<file path="config.mk">
export PLATFORM = sky130hd
export DESIGN_NAME = axis_video_gen
export DESIGN_NICKNAME = d
export VERILOG_FILES = /design/src/rtl/video_pkg.sv /design/src/rtl/video_pattern.sv /design/src/rtl/axis_video_gen.sv
export SDC_FILE = /design/constraint.sdc
export NUM_CORES = 1
export LEC_CHECK = 0
export CAP_MARGIN = 5
export CORE_UTILIZATION = 50
export CTS_CLUSTER_DIAMETER = 100
export DETAILED_ROUTE_END_ITERATION = 12
export PLACE_DENSITY = 0.73
export SLEW_MARGIN = 0
export SYNTH_ARGS = -nofsm -noshare
export SYNTH_HDL_FRONTEND = slang
export SYNTH_SLANG_ARGS = --single-unit
</file>
<file path="constraint.sdc">
create_clock -name clk -period 6.78 [get_ports clk]
set_input_delay 0.678 -clock clk [delete_from_list [all_inputs] [get_ports clk]]
set_output_delay 0.678 -clock clk [all_outputs]
set_load 0.02 [all_outputs]
</file>
<file path="src/rtl/video_pkg.sv">
// Shared encodings for the AXI4-Stream video generator: pattern modes, FSM
// states and the colour-bar lookup.
package video_pkg;

  typedef enum logic [1:0] {
    MODE_RAMP  = 2'd0,
    MODE_BARS  = 2'd1,
    MODE_CONST = 2'd2,
    MODE_CHECK = 2'd3
  } mode_e;

  typedef enum logic [2:0] {
    ST_IDLE,
    ST_BURST,
    ST_GAP,
    ST_LINE_GAP,
    ST_FRAME_GAP
  } state_e;

  // Channel c of bar k is all-ones when bit c of (7-k) is set; channel 0 is
  // the most significant component of the pixel word.
  function automatic logic [95:0] bar_color(input logic [2:0] k, input int unsigned comp_w);
    logic [2:0]  v;
    logic [95:0] ones;
    logic [95:0] r;
    v    = 3'd7 - k;
    ones = (96'd1 << comp_w) - 96'd1;
    r    = '0;
    if (v[0]) r = r | (ones << (2 * comp_w));
    if (v[1]) r = r | (ones << comp_w);
    if (v[2]) r = r | ones;
    return r;
  endfunction

endpackage

</file>
<file path="src/rtl/video_pattern.sv">
// Pure combinational test-pattern mux: selects the pixel for the beat at
// coordinates (x, y) according to the active mode.
module video_pattern
  import video_pkg::*;
#(
  parameter int COMP_W   = 8,
  parameter int H_ACTIVE = 640,
  parameter int XW       = 11,
  parameter int YW       = 10
) (
  input  mode_e                 mode,
  input  logic [XW-1:0]         x,
  input  logic [YW-1:0]         y,
  input  logic [COMP_W-1:0]     pix_cnt,
  input  logic [3*COMP_W-1:0]   const_pix,
  output logic [3*COMP_W-1:0]   pixel
);

  logic [XW+2:0] bar;
  logic [95:0]   bars;
  logic          x3;
  logic          y3;
  logic          unused_bits;

  if (XW > 3) begin : g_x3
    assign x3 = x[3];
  end else begin : g_no_x3
    assign x3 = 1'b0;
  end

  if (YW > 3) begin : g_y3
    assign y3 = y[3];
  end else begin : g_no_y3
    assign y3 = 1'b0;
  end

  // bar index is always below 8, so only the low three bits carry information
  assign unused_bits = ^{y, bar[XW+2:3]};

  always_comb begin
    bar  = {x, 3'b000} / (XW+3)'(H_ACTIVE);
    bars = bar_color(bar[2:0], COMP_W);
    case (mode)
      MODE_RAMP:  pixel = {3{pix_cnt}};
      MODE_BARS:  pixel = bars[3*COMP_W-1:0];
      MODE_CONST: pixel = const_pix;
      MODE_CHECK: pixel = (x3 ^ y3) ? '1 : '0;
      default:    pixel = '0;
    endcase
  end

endmodule

</file>
<file path="src/rtl/axis_video_gen.sv">
// AXI4-Stream video source: bursty frame generator with line/frame blanking,
// selectable test patterns and full tready backpressure.
module axis_video_gen
  import video_pkg::*;
#(
  parameter int COMP_W    = 8,
  parameter int H_ACTIVE  = 640,
  parameter int V_ACTIVE  = 480,
  parameter int BURST_LEN = 4,
  parameter int GAP_LEN   = 3,
  parameter int LINE_GAP  = 1750,
  parameter int FRAME_GAP = 500000
) (
  input  logic                  clk,
  input  logic                  rst,
  input  logic                  enable,
  input  logic [1:0]            mode,
  input  logic [3*COMP_W-1:0]   const_pix,
  input  logic [15:0]           frames_req,
  input  logic                  m_axis_video_tready,
  output logic [3*COMP_W-1:0]   m_axis_video_tdata,
  output logic                  m_axis_video_tvalid,
  output logic                  m_axis_video_tuser,
  output logic                  m_axis_video_tlast,
  output logic                  busy,
  output logic                  frame_done,
  output logic [15:0]           frame_cnt
);

  localparam int PW   = 3 * COMP_W;
  localparam int XW   = $clog2(H_ACTIVE) + 1;
  localparam int YW   = $clog2(V_ACTIVE) + 1;
  localparam int BW   = $clog2(BURST_LEN) + 1;
  localparam int GMAX = (GAP_LEN > LINE_GAP) ? ((GAP_LEN > FRAME_GAP) ? GAP_LEN : FRAME_GAP)
                                             : ((LINE_GAP > FRAME_GAP) ? LINE_GAP : FRAME_GAP);
  localparam int GW   = $clog2(GMAX) + 1;

  state_e          state, state_nx;
  logic [XW-1:0]   x;
  logic [YW-1:0]   y;
  logic [COMP_W-1:0] pix_cnt;
  logic [BW-1:0]   burst_cnt;
  logic [GW-1:0]   gap_cnt, gap_ld;
  mode_e           mode_r, pat_mode;
  logic [PW-1:0]   const_r, pat_const, pixel, tdata_r;
  logic [15:0]     frames_req_r, frame_cnt_r, cnt_inc;
  logic            tuser_r, tlast_r, last_line_r, frame_done_r;
  logic            xfer, frame_end, stop_cur, stop_inc, load, gap_start;

  assign xfer      = (state == ST_BURST) && m_axis_video_tready;
  assign frame_end = xfer && tlast_r && last_line_r;
  assign cnt_inc   = (frame_cnt_r == '1) ? frame_cnt_r : frame_cnt_r + 16'd1;
  assign stop_cur  = !enable || ((frames_req_r != '0) && (frame_cnt_r == frames_req_r));
  assign stop_inc  = !enable || ((frames_req_r != '0) && (cnt_inc == frames_req_r));

  // x/y/pix_cnt address the next beat to load, so the first beat of a frame
  // must see the live mode/const inputs while they are being latched in IDLE.
  assign pat_mode  = (state == ST_IDLE) ? mode_e'(mode) : mode_r;
  assign pat_const = (state == ST_IDLE) ? const_pix : const_r;

  video_pattern #(
    .COMP_W   (COMP_W),
    .H_ACTIVE (H_ACTIVE),
    .XW       (XW),
    .YW       (YW)
  ) u_pattern (
    .mode      (pat_mode),
    .x         (x),
    .y         (y),
    .pix_cnt   (pix_cnt),
    .const_pix (pat_const),
    .pixel     (pixel)
  );

  always_comb begin
    state_nx  = state;
    gap_start = 1'b0;
    gap_ld    = '0;
    case (state)
      ST_IDLE: if (enable) state_nx = ST_BURST;
      ST_BURST: if (xfer) begin
        if (tlast_r && last_line_r) begin
          if (FRAME_GAP == 0) begin
            state_nx = stop_inc ? ST_IDLE : ST_BURST;
          end else begin
            state_nx  = ST_FRAME_GAP;
            gap_start = 1'b1;
            gap_ld    = GW'(FRAME_GAP - 1);
          end
        end else if (tlast_r) begin
          if (LINE_GAP != 0) begin
            state_nx  = ST_LINE_GAP;
            gap_start = 1'b1;
            gap_ld    = GW'(LINE_GAP - 1);
          end
        end else if ((burst_cnt == BW'(BURST_LEN - 1)) && (GAP_LEN != 0)) begin
          state_nx  = ST_GAP;
          gap_start = 1'b1;
          gap_ld    = GW'(GAP_LEN - 1);
        end
      end
      ST_GAP, ST_LINE_GAP: if (gap_cnt == '0) state_nx = ST_BURST;
      ST_FRAME_GAP: if (gap_cnt == '0) state_nx = stop_cur ? ST_IDLE : ST_BURST;
      default: state_nx = ST_IDLE;
    endcase
  end

  assign load = (state_nx == ST_BURST) && ((state != ST_BURST) || xfer);

  always_ff @(posedge clk) begin
    if (rst) begin
      state        <= ST_IDLE;
      x            <= '0;
      y            <= '0;
      pix_cnt      <= '0;
      burst_cnt    <= '0;
      gap_cnt      <= '0;
      mode_r       <= MODE_RAMP;
      const_r      <= '0;
      frames_req_r <= '0;
      frame_cnt_r  <= '0;
      tdata_r      <= '0;
      tuser_r      <= 1'b0;
      tlast_r      <= 1'b0;
      last_line_r  <= 1'b0;
      frame_done_r <= 1'b0;
    end else begin
      state        <= state_nx;
      frame_done_r <= frame_end;
      if ((state == ST_IDLE) && enable) begin
        mode_r       <= mode_e'(mode);
        const_r      <= const_pix;
        frames_req_r <= frames_req;
        frame_cnt_r  <= '0;
      end else if (frame_end) begin
        frame_cnt_r  <= cnt_inc;
      end
      if (gap_start) gap_cnt <= gap_ld;
      else if ((state != ST_BURST) && (state != ST_IDLE)) gap_cnt <= gap_cnt - GW'(1);
      if (xfer) begin
        burst_cnt <= (tlast_r || (burst_cnt == BW'(BURST_LEN - 1))) ? '0 : burst_cnt + BW'(1);
      end
      if (load) begin
        tdata_r     <= pixel;
        tuser_r     <= (x == '0) && (y == '0);
        tlast_r     <= (x == XW'(H_ACTIVE - 1));
        last_line_r <= (y == YW'(V_ACTIVE - 1));
        if (x == XW'(H_ACTIVE - 1)) begin
          x <= '0;
          if (y == YW'(V_ACTIVE - 1)) begin
            y       <= '0;
            pix_cnt <= '0;
          end else begin
            y       <= y + YW'(1);
            pix_cnt <= pix_cnt + COMP_W'(1);
          end
        end else begin
          x       <= x + XW'(1);
          pix_cnt <= pix_cnt + COMP_W'(1);
        end
      end
    end
  end

  assign m_axis_video_tdata  = tdata_r;
  assign m_axis_video_tvalid = (state == ST_BURST);
  assign m_axis_video_tuser  = tuser_r;
  assign m_axis_video_tlast  = tlast_r;
  assign busy                = (state != ST_IDLE);
  assign frame_done          = frame_done_r;
  assign frame_cnt           = frame_cnt_r;

endmodule

</file>
==> results of run 1 <==
per-stage QoR:
step           hold WS [ns]  utilization [%]
4_1_cts               0.453             61.8
2_1_floorplan         0.434                -
3_3_place_gp          0.440             57.9
6_report              0.453             61.8
3_5_place_dp          0.446             57.9
5_1_grt               0.467             61.8
final cells by class:
type	count	area (µm²)	area share [%]
Multi-Input combinational cell	714	4000	46.6
Sequential cell	141	2820	32.9
Timing Repair Buffer	95	936	10.9
Clock buffer	25	536	6.24
Tap cell	180	225	2.62
Inverter	16	60.1	0.700
Clock inverter	1	5.00	0.0583
how the worst min path moves through the flow:
stage	start	end	cells after the start
after detailed placement	mode_r[0]	mode_r[0]	2
final	const_r[15]	const_r[15]	2
after CTS	mode_r[0]	mode_r[0]	2
after global placement	mode_r[1]	mode_r[1]	2
after floorplan	mode_r[1]	mode_r[1]	2
after global routing	mode_r[0]	mode_r[0]	2
worst max-delay path: stages (launching register included):
cell	delay [ns]
dfxtp_1	0.33
inv_1	0.08
ha_1	0.20
or3b_2	0.53
nor2_4	0.21
a21oi_2	0.11
or3_4	0.43
a21oi_4	0.82
a31o_2	0.50
o21ba_2	0.21
cells in the mapped netlist (all sizes together) (5+ instances only):
| master | number |
|---|---|
| a211oi | 12 |
| a21oi | 91 |
| a311oi | 9 |
| a31o | 20 |
| a31oi | 17 |
| and2 | 6 |
| and3 | 8 |
| buf | 9 |
| clkbuf | 49 |
| dfxtp | 141 |
| ha | 9 |
| inv | 16 |
| mux2i | 5 |
| nand2 | 178 |
| nand2b | 7 |
| nand3 | 28 |
| nand4 | 15 |
| nor2 | 94 |
| nor2b | 5 |
| nor3 | 38 |
| nor3b | 5 |
| nor4 | 19 |
| o21ai | 31 |
| o31ai | 8 |
| or3 | 13 |
| or4 | 10 |
| xnor2 | 22 |
| xor2 | 22 |
layout by cell type (no fill, tap or decap), types with 7 or more instances in the layout:
cell type	count
nand2_1	178
dfxtp_1	141
nor2_1	93
a21oi_1	89
clkdlybuf4s50_1	89
nor3_1	36
o21ai_0	29
nand3_1	28
xnor2_1	22
xor2_1	22
a31o_2	20
nor4_1	18
a31oi_1	17
clkbuf_16	17
inv_1	15
nand4_1	15
or3_1	12
a211oi_1	12
or4_1	9
a311oi_1	9
ha_1	9
and3_1	8
o31ai_1	8
clkbuf_8	8
nand2b_1	7
per-layer routing:
| metal | vias up | global-route usage, % | wire [µm] |
|---|---|---|---|
| met4 | 0 | 11.0 | 459 |
| li1 | 3394 | - | - |
| met3 | 31 | 4.32 | 946 |
| met1 | 3190 | 37.5 | 8950 |
| met2 | 213 | 39.9 | 8500 |
| met5 | - | 0 | 0 |
logic make-up (layout without fill, tap and decap cells):
| logic type | count (synthesis) | after routing |
|---|---|---|
| adders and majority gates | 10 | 10 |
| xor gates and xnor gates | 44 | 44 |
| DFF | 141 | 141 |
| and+or+nand+nor | 439 | 439 |
| AOI/OAI and AO/OA | 213 | 213 |
| muxes | 8 | 8 |
| buffers and inverters | 74 | 137 |
where the power goes:
group	switching, mW	leakage, nW	internal (mW)
clock	0.331	0.271	0.532
combinational	0.174	1.72	0.123
sequential	0.0306	1.15	0.871
total	0.536	3.14	1.53
sequential cells by signal (all words and copies together), names as in the netlist, 8 cells and up:
register	cells
const_r	24
frame_cnt	16
frames_req_r	16
gap_cnt	20
m_axis_video_tdata	24
pix_cnt	8
x	11
y	10
==> run metrics, run 1 <==
status complete, no violations; area leader, netlist dfxtp_1; Rel. slew slack 27.8%; # diodes 0; crit path capture type register; worst setup margin approximately 3.3 ns; Clock Sinks 141; Tmin final 3.53 ns; vias roughly 7000; Yosys Warn Count 0; num ports 91; Netlist Area Pre-Place 7090 µm²; Synth Area in Compound Gates 18.7%; Max VDD drop 0.196 mV; Slew Limit Fails 0; Die ar. 14700 µm²; 1st-iter DRT viols about 670; Placement Cell Area 8040 µm²; Net Count, Synth roughly 980; crit path launch gap_cnt[0]; r2r setup slk between 3 and 4 ns; fmax roughly 280 MHz; Max-Cap Viols 0; Least-Margin Pin Slew between 1 and 1.5 ns; ANT nets after route 0; Pwr Density between 200 and 250 nW/µm²; Hold Buf Count CTS 0; Clock Pin Slew Worst Setup and Hold Paths roughly 0.060 ns; Initial Util approximately half; row cnt 43; total grt overflow 0; GRT Util Overall a little over a quarter; Synth cell types between 50 and 60; top cells by area, synth dfxtp_1 (40%), nand2_1 (9.4%), a21oi_1 (6.4%); Setup-failing EPs final 0; arrival time worst endpoint about 3.9 ns; DRT Wirelength 18900 µm; Setup WS pre-CTS 2.94 ns; final net count around 1000; min-delay worst type register to register; kind of start point of the critical path register; drt drc 0; clk root buf clkbuf_16; number of flops mapped to enable cells by yosys 0; first-pass GRT wire length around 31000 µm; fin area roughly 8600 µm²; dpl cells about 1100; # fillers approximately 1300; post-synthesis register bit count 141; Yosys top cell area share ~40%; core footprint between 10000 and 15000 µm²; WP data required 7.10 ns; vias in the first global route just over 6000; DR WL/cell between 15 and 20 µm; Post-CTS Setup Bufs 0; initial antenna violation count 0; post-synthesis sequential area ratio between 30% and 40%; mux cell area share after synthesis approximately 1.2%; Static Leak ~3.1 nW; CP Class register to register; GP Congestion 0.855; FF-to-FF End y[6]; dpl hpwl ~13000 µm; TritonRoute pass-1 iters 5; layout cell share with drive strength beyond 1 between 7 and 8%; worst skew pair latency between 0.4 and 0.5 ns; Mapped Cells 929; buffer depth of the longest clock path 2; Die W about 120 µm; Synth async-reset ratio 0%; Synth Area in XOR/XNOR under 10%; CTS Buf Count 17; CTS tree built; Avg Cell Area, Syn between 7 and 8 µm²; Worst R2R Path Depth 9; Main synth FF type dfxtp_1; Vias per Instance ~6; # resized after CTS 0; main combinational cell family by area after synthesis simple AND/OR/NAND/NOR gates; R2R Path Start gap_cnt[0]; clk_skew ~0.0085 ns; Crit Path Max Fanout 38; RSZ-0062 raised after global routing false; fin crit share a little over half; Fin. Hold Viols 0; Post-Synth Adder-Cell Area 1.73%; Fin Setup TNS 0 ns; P&R area growth vs syn 21.1%; Finished Layout Cells about 1200; CP endpoint y[6]; die height about 120 µm; Synth Area in Simple Gates 29.0%; largest net degree at the start of global routing 78; total power about 2.1 mW; Port Buffer Count 90; H-tree Lvls 4
No activity file was read; power rests on OpenSTA's default activity.
==> run 2: changes to the inputs <==
clock period = 3.43 ns   (was 6.78 ns; I/O delays follow)
==> run 2 against run 1 <==
Against the previous run:
- hold slack got worse by 0.075 ns
- sequential power rose by 97%
- non-clock buffer count rose by 16
- clock power rose by 110%
- cell count rose by 1.9%
- combinational power rose by 100%
- largest power group is now the clock network
==> run metrics, run 2 (synthesis results as in run 1) <==
Rel. slew slack between 50 and 60%; vias in the first global route 6232; Slew Limit Fails 0; Initial Util a little over 50%; layout cell share with drive strength beyond 1 under 10%; # resized after CTS 0; num ports just over 90; Least-Margin Pin Slew approximately 0.72 ns; H-tree Lvls 4; most frequent cells in the layout nand2_1 (178), dfxtp_1 (141), nor2_1 (93); drt drc 0; Pwr Density approximately 480 nW/µm²; DR WL/cell ~16 µm; GRT Util Overall a little over a quarter; crit path capture type register; Port Buffer Count 90; Vias per Instance 5.74; first-pass GRT wire length about 31000 µm; clk_skew 0.0115 ns; # fillers approximately 1300; DRT Wirelength between 15000 and 20000 µm; Post-CTS Setup Bufs 0; worst skew pair latency between 0.4 and 0.5 ns; Die W about 120 µm; CTS Buf Count 17; Setup-failing EPs final 0; fin crit share just under 90%; CP Buf/Inv Count 2; status complete, no violations; CP Class register to register; CP max stage cell or3b_2; ANT nets after route 0; Tmin final about 3.0 ns; crit path cell chain inv_1, ha_1, or3b_2, or3_1, o21ai_1, a31oi_1, o21ai_2, buf_4, nor2_1, a311oi_1; clk root buf clkbuf_16; TritonRoute pass-1 iters 5; Static Leak approximately 3.2 nW; Clock Pin Slew Worst Setup and Hold Paths ~0.060 ns; initial antenna violation count 0; most common cell after layout, fill and taps aside nand2_1; Clock Sinks about 140; crit path launch gap_cnt[0]; dpl hpwl roughly 13000 µm; Max VDD drop ~0.35 mV; RSZ-0062 raised after global routing false; arrival time worst endpoint between 3 and 4 ns; Fin. Hold Viols 0; R2R Path Start gap_cnt[0]; row cnt 43; CTS tree built; Hold Buf Count CTS 0; P&R area growth vs syn 23.2%; Max-Cap Viols 0; core footprint about 14000 µm²; die height 121 µm; Final Util between 60% and 70%; 1st-iter DRT viols between 500 and 600; Worst Min Path Start rst; vias roughly 6900; largest net degree at the start of global routing just under 50; final net count around 1100; kind of start point of the critical path register; Fin Setup TNS 0 ns; min-delay worst type primary input to register; # diodes 0; WP data required 3.75 ns; total grt overflow 0; buffer depth of the longest clock path 2; fmax 331 MHz; GP Congestion approximately 0.92; Worst path top cell family by delay simple AND/OR/NAND/NOR gates; max incr delay on CP 0.52 ns; Crit Path Max Fanout 30; Die ar. 14700 µm²
==> run 2: report_power, final <==
part,internal (mW),leakage (nW),switching (mW)
clock network,1.03,0.277,0.754
logic,0.251,1.80,0.350
registers,1.72,1.15,0.0632
==> run 2: layout make-up <==
type | count | area (µm²) | area share (%)
clock buffers | 19 | 443 | 5.07
clock inverters | 13 | 131 | 1.50
inverters | 16 | 60.1 | 0.688
multi-input cells | 714 | 4000 | 45.8
flip-flops and latches | 141 | 2820 | 32.3
well taps | 180 | 225 | 2.58
repair buffers | 111 | 1060 | 12.1
==> run 2: per-stage QoR <==
| step | total power [mW] | std cells | cell area, µm² | setup WS, ns | hold slack, ns |
|---|---|---|---|---|---|
| after floorplan | 2.16 | 929 | 7090 | 0.731 | 0.434 |
| after global placement | 2.40 | 1162 | 8160 | 0.423 | 0.440 |
| after detailed placement | 2.41 | 1162 | 8160 | 0.450 | 0.447 |
| after CTS | 4.20 | 1194 | 8730 | 0.401 | 0.375 |
| after global routing | 4.34 | 1194 | 8730 | 0.178 | 0.394 |
| final | 4.17 | 1194 | 8730 | 0.405 | 0.378 |
==> run 2: path summary, 6_finish.rpt <==
check	slack, ns	cells past startpoint	to
setup / recovery	0.41	10	m_axis_video_tdata[12]
hold / removal	0.38	2	x[8]
setup reg to reg	0.41	10	m_axis_video_tdata[12]
hold reg to reg	0.46	2	const_r[13]
==> run 2: worst register-to-register path: cells and delay by family, from the launching register on <==
kind | cells | cell delay, ns
buf+inv | 2 | 0.39
fa+ha+maj | 1 | 0.19
flops | 1 | 0.33
simple gates | 3 | 1.11
compound gates | 4 | 0.90
==> run 2: per-layer routing <==
metal | global-route usage, % | share of wire (%) | up-vias
li1 | - | - | 3425
met1 | 35.5 | 45 | 3201
met2 | 43.3 | 48 | 201
met3 | 6.95 | 5.2 | 31
met4 | 8.64 | 1.7 | 0
met5 | 0 | 0 | -
